$ cat src/rtl/serial_add_pkg.sv
// Shared types and constants for the bit-serial adder.
package serial_add_pkg;

    typedef enum logic [1:0] {
        IDLE,
        RUN,
        DONE
    } state_t;

    localparam int unsigned WIDTH_MIN = 1;
    localparam int unsigned WIDTH_MAX = 32;

endpackage

$ cat src/rtl/serial_add_unit_fa.sv
// Single-bit full adder used as the bit-slice of the serial adder.
module fa (
    input  logic a,
    input  logic b,
    input  logic cin,
    output logic sum,
    output logic cout
);

    assign sum  = a ^ b ^ cin;
    assign cout = (a & b) | (cin & (a ^ b));

endmodule

$ cat src/rtl/serial_add_unit.sv
// Bit-serial adder, LSB first, one bit per cycle through a single full adder.
// Optional subtract mode via SERIAL_ADD_SUB_EN (adds input port sub).
module serial_add_unit
    import serial_add_pkg::*;
#(
    parameter int unsigned WIDTH = 8
) (
    input  logic             clk,
    input  logic             rst,
    input  logic             start,
    input  logic [WIDTH-1:0] a,
    input  logic [WIDTH-1:0] b,
    input  logic             cin,
`ifdef SERIAL_ADD_SUB_EN
    input  logic             sub,
`endif
    output logic             busy,
    output logic             done,
    output logic [WIDTH-1:0] sum,
    output logic             cout,
    output logic             overflow
);

    localparam int unsigned   CW   = $clog2(WIDTH + 1);
    localparam logic [CW-1:0] LAST = CW'(WIDTH - 1);

    if (WIDTH < WIDTH_MIN || WIDTH > WIDTH_MAX) begin : g_bad_width
        $error("serial_add_unit: WIDTH out of range");
    end

    state_t           state;
    logic [WIDTH-1:0] a_sh;
    logic [WIDTH-1:0] b_sh;
    logic [WIDTH-1:0] acc;
    logic [WIDTH-1:0] acc_nxt;
    logic [CW-1:0]    cnt;
    logic             carry;
    logic             bit_s;
    logic             bit_c;
    logic [WIDTH-1:0] b_eff;
    logic             c_eff;

    always_comb begin
        b_eff = b;
        c_eff = cin;
`ifdef SERIAL_ADD_SUB_EN
        if (sub) begin
            b_eff = ~b;
            c_eff = 1'b1;
        end
`endif
    end

    fa u_fa (
        .a    (a_sh[0]),
        .b    (b_sh[0]),
        .cin  (carry),
        .sum  (bit_s),
        .cout (bit_c)
    );

    // Result bits enter at the MSB and shift down, so after WIDTH cycles bit 0 is the LSB.
    always_comb begin
        acc_nxt            = acc >> 1;
        acc_nxt[WIDTH-1]   = bit_s;
    end

    always_ff @(posedge clk) begin
        if (rst) begin
            state    <= IDLE;
            a_sh     <= '0;
            b_sh     <= '0;
            acc      <= '0;
            cnt      <= '0;
            carry    <= 1'b0;
            busy     <= 1'b0;
            done     <= 1'b0;
            sum      <= '0;
            cout     <= 1'b0;
            overflow <= 1'b0;
        end else begin
            case (state)
                IDLE: begin
                    done <= 1'b0;
                    if (start) begin
                        a_sh  <= a;
                        b_sh  <= b_eff;
                        carry <= c_eff;
                        acc   <= '0;
                        cnt   <= '0;
                        busy  <= 1'b1;
                        state <= RUN;
                    end
                end
                RUN: begin
                    a_sh  <= a_sh >> 1;
                    b_sh  <= b_sh >> 1;
                    carry <= bit_c;
                    acc   <= acc_nxt;
                    cnt   <= cnt + 1'b1;
                    if (cnt == LAST) begin
                        // carry holds the carry into the MSB during the last slice
                        sum      <= acc_nxt;
                        cout     <= bit_c;
                        overflow <= carry ^ bit_c;
                        busy     <= 1'b0;
                        done     <= 1'b1;
                        state    <= DONE;
                    end
                end
                DONE: begin
                    done  <= 1'b0;
                    state <= IDLE;
                end
                default: begin
                    busy  <= 1'b0;
                    done  <= 1'b0;
                    state <= IDLE;
                end
            endcase
        end
    end

endmodule

$ cat config.mk
export PLATFORM = sky130hd
export DESIGN_NAME = serial_add_unit
export DESIGN_NICKNAME = d
export VERILOG_FILES = /design/src/rtl/serial_add_pkg.sv /design/src/rtl/serial_add_unit_fa.sv /design/src/rtl/serial_add_unit.sv
export SDC_FILE = /design/constraint.sdc
export NUM_CORES = 1
export LEC_CHECK = 0
export BUFFER_PORTS_ARGS = -buffer_cell sky130_fd_sc_hd__buf_4
export CORE_MARGIN = 4
export CORE_UTILIZATION = 45
export CTS_CLUSTER_DIAMETER = 100
export DETAILED_ROUTE_END_ITERATION = 10
export PLACE_DENSITY_LB_ADDON = 0.2
export SYNTH_ARGS = -nofsm -noshare
export SYNTH_HDL_FRONTEND = slang
export SYNTH_HIERARCHICAL = 1
export SYNTH_SLANG_ARGS = --single-unit
$ cat constraint.sdc
create_clock -name clk -period 2.26 [get_ports clk]
set_clock_uncertainty 0.2 [all_clocks]
set_input_delay 0.226 -clock clk [delete_from_list [all_inputs] [get_ports clk]]
set_output_delay 0.226 -clock clk [all_outputs]
set_load 0.02 [all_outputs]
==> run summary <==
Tot GR Track Use = 0.164
Met2 WL = 1.67 mm
Worst EP arrival = 1.79 ns
Routed vias = 1463
Ys flop type = dfxtp_1
Core Rows = 21
DIE HEIGHT = 69.1 µm
Maxcap violations = 0
Vias in the first global route = 1370
Post-CTS Setup Inserts = 0
CP endpoint kind = register
Required time of the critical path = 2.30 ns
Peak VDD IR = 468 µV
Drt initial violations = 133
Setup WS pre-CTS = 0.536 ns
DR top layer = met4
Synthesized area per cell = 9.48 µm²
Status = complete, no violations
Sequential area share after synthesis = 0.501
Seq cells post-synth = 42
Placed cell area = 0.00193 mm²
Biggest area consumer among synthesized cells = dfxtp_1
M1 wire length = 1.81 mm
Worst-skew pair later-pin latency = 0.30 ns
# DRC = 0
Net Sw Frac = 0.253
Total global routing overflow = 0
Worst min-delay path category = input pin to register
Routed WL = 3.80 mm
NumNets Final = 229
HPWL Detailed = 2.59 mm
Largest net degree at the start of global routing = 19
Clock Sink Count = 42
First-pass DRT Iterations = 4
Internal = 1.12 mW
Cells after Synth = 177
Number of diodes = 0
CTS Buf Count = 5
DR WL/cell = 14.9 µm
Power per cell area = 733 mW/mm²
Die area = 0.00477 mm²
Syn-to-layout area delta = 21.8%
Crit path kind = register to register
Port Buf Inserts = 31
Post-synth EDFFs = 0
Antenna violations before repair = 0
Layout cells sized above 1 = 0.226
Register area = 841 µm²
Layout Utilization = 0.589
Setup violators final = 0
Minimum clock period after layout = 1.75 ns
Met3 wire len = 250 µm
Clk slew on worst S/H paths = 0.08 ns
CTS Root Cell = clkbuf_8
Ports = 32
RSZ-0062 raised after global routing = no
Synth warnings = 6
Cell Area, Synth = 0.00168 mm²
Gate power share = 0.135
Starting Density = 0.484
Leakage = 0.834 nW
Area occupied by multi-input gates = 761 µm²
Routability cong. = 0.794
First-pass GRT wire length = 6.48 mm
CP Launch Type = register
Vias/cell = 5.76
Final antenna-violating net count = 0
Area contributors post-synth = dfxtp_1 (50%), a22o_1 (6.8%), a21oi_1 (6.6%)
Ys async rst share = 0
Die X = 69.1 µm
Fin. Hold Viols = 0
# fillers = 312
Rel. slew slack = 0.606
Period utilisation layout = 0.775
Sequential share of power = 0.538
Pin slew with the least headroom to its limit = 0.590 ns
PnR worst setup slack = 0.509 ns
CTS Buffer Depth = 2
NetSw = 0.378 mW
H-tree levels = 2
F_max = 0.571 GHz
Synth Net Count = 199
TritonCTS clock tree = done
Synth top area share = 0.501
Post-synth cell types = 34
Design area = 0.00204 mm²
Clock share of power = 0.327
Slew Limit Fails = 0
Final TNS setup = 0 ns
Core area = 0.00347 mm²
Max FO, Critical Path = 15
-- worst paths after layout --
kind	from	end	slack (ns)	cells past startpoint
max	state[1]	cnt[2]	0.51	3
min	b[6]	b_sh[6]	0.02	3
max reg2reg	state[1]	cnt[2]	0.51	3
min reg2reg	a_sh[3]	a_sh[3]	0.26	1
-- power groups by stage --
stage          registers [mW]  clock network, mW  logic (mW)
2_1_floorplan           0.820                  0       0.132
3_3_place_gp            0.820                  0       0.191
3_5_place_dp            0.822                  0       0.198
4_1_cts                 0.805              0.502       0.202
5_1_grt                 0.810              0.533       0.227
6_report                0.806              0.490       0.202
-- flip-flops by register name, summed over array words and instances (netlist names) --
register / count
state: 2
b_sh: 8
done: 1
acc: 7
a_sh: 8
sum: 8
overflow: 1
busy: 1
cout: 1
cnt: 4
carry: 1
-- cell type report --
cell class | count | share of cell area
multi-input combinational | 118 | 0.372
timing repair buffer | 37 | 0.138
tap | 46 | 0.0282
inverter | 3 | 0.00551
clock buffer | 7 | 0.0422
sequential | 42 | 0.411
clock inverter | 1 | 0.00245
-- synthesized netlist by cell type (all sizes together), types with 2 or more instances --
master and instances:
nand2 2, nand3 11, o2bb2ai 8, o21ai 22
nand2b 3, nor2 10, a22o 13, o22ai 4
inv 3, dfxtp 42, buf 6, and3b 2
a21o 4, clkbuf 8, nor2b 2, a21oi 22
-- cell usage in the layout, fill, tap and decap left out, types with 2 or more instances in the layout --
cell and n:
dfxtp_1 42, buf_4 35, a21oi_1 22, o21ai_0 16, a22o_1 13, nand3_1 11, nor2_1 9, o2bb2ai_1 8
o21ai_1 6, clkbuf_8 6, o22ai_1 4, a21o_1 4, nand2b_1 3, inv_1 3, nor2b_1 2, and3b_1 2
nand2_1 2, dlygate4sd3_1 2
-- cells by family (layout without fill, tap and decap cells) --
logic type / count (synthesis) / count (layout) / synth area share
simple gates: 35 / 35 / 0.118
xor+xnor: 1 / 1 / 0.00522
flops: 42 / 42 / 0.501
buf+inv: 17 / 48 / 0.0455
fa+ha+maj: 2 / 2 / 0.0194
compound gates: 79 / 79 / 0.304
mux: 1 / 1 / 0.00671
-- critical path, stage by stage, from the launching register on --
cell	delay, ns
dfxtp_1	0.46
o21ba_2	0.30
nor2_2	0.49
a221o_1	0.24
-- repair_timing --
item                                   CTS  global route
gates resized for setup                  0             0
endpoints found under the hold margin    2             0
hold buffers                             2             0
-- through the flow --
step	power (mW)	std cells	hold WS, ns
final	1.50	254	0.0226
after detailed placement	1.02	244	0.244
after global routing	1.57	254	0.0228
after CTS	1.51	254	0.0142
after global placement	1.01	244	0.238
after floorplan	0.953	177	0.152
-- routing by layer --
layer | vias to the layer above | track usage
met5 | - | 0
met4 | 0 | 0.0542
met3 | 8 | 0.0669
met2 | 42 | 0.238
met1 | 698 | 0.221
li1 | 715 | -
(Power assumes the default switching activity.)
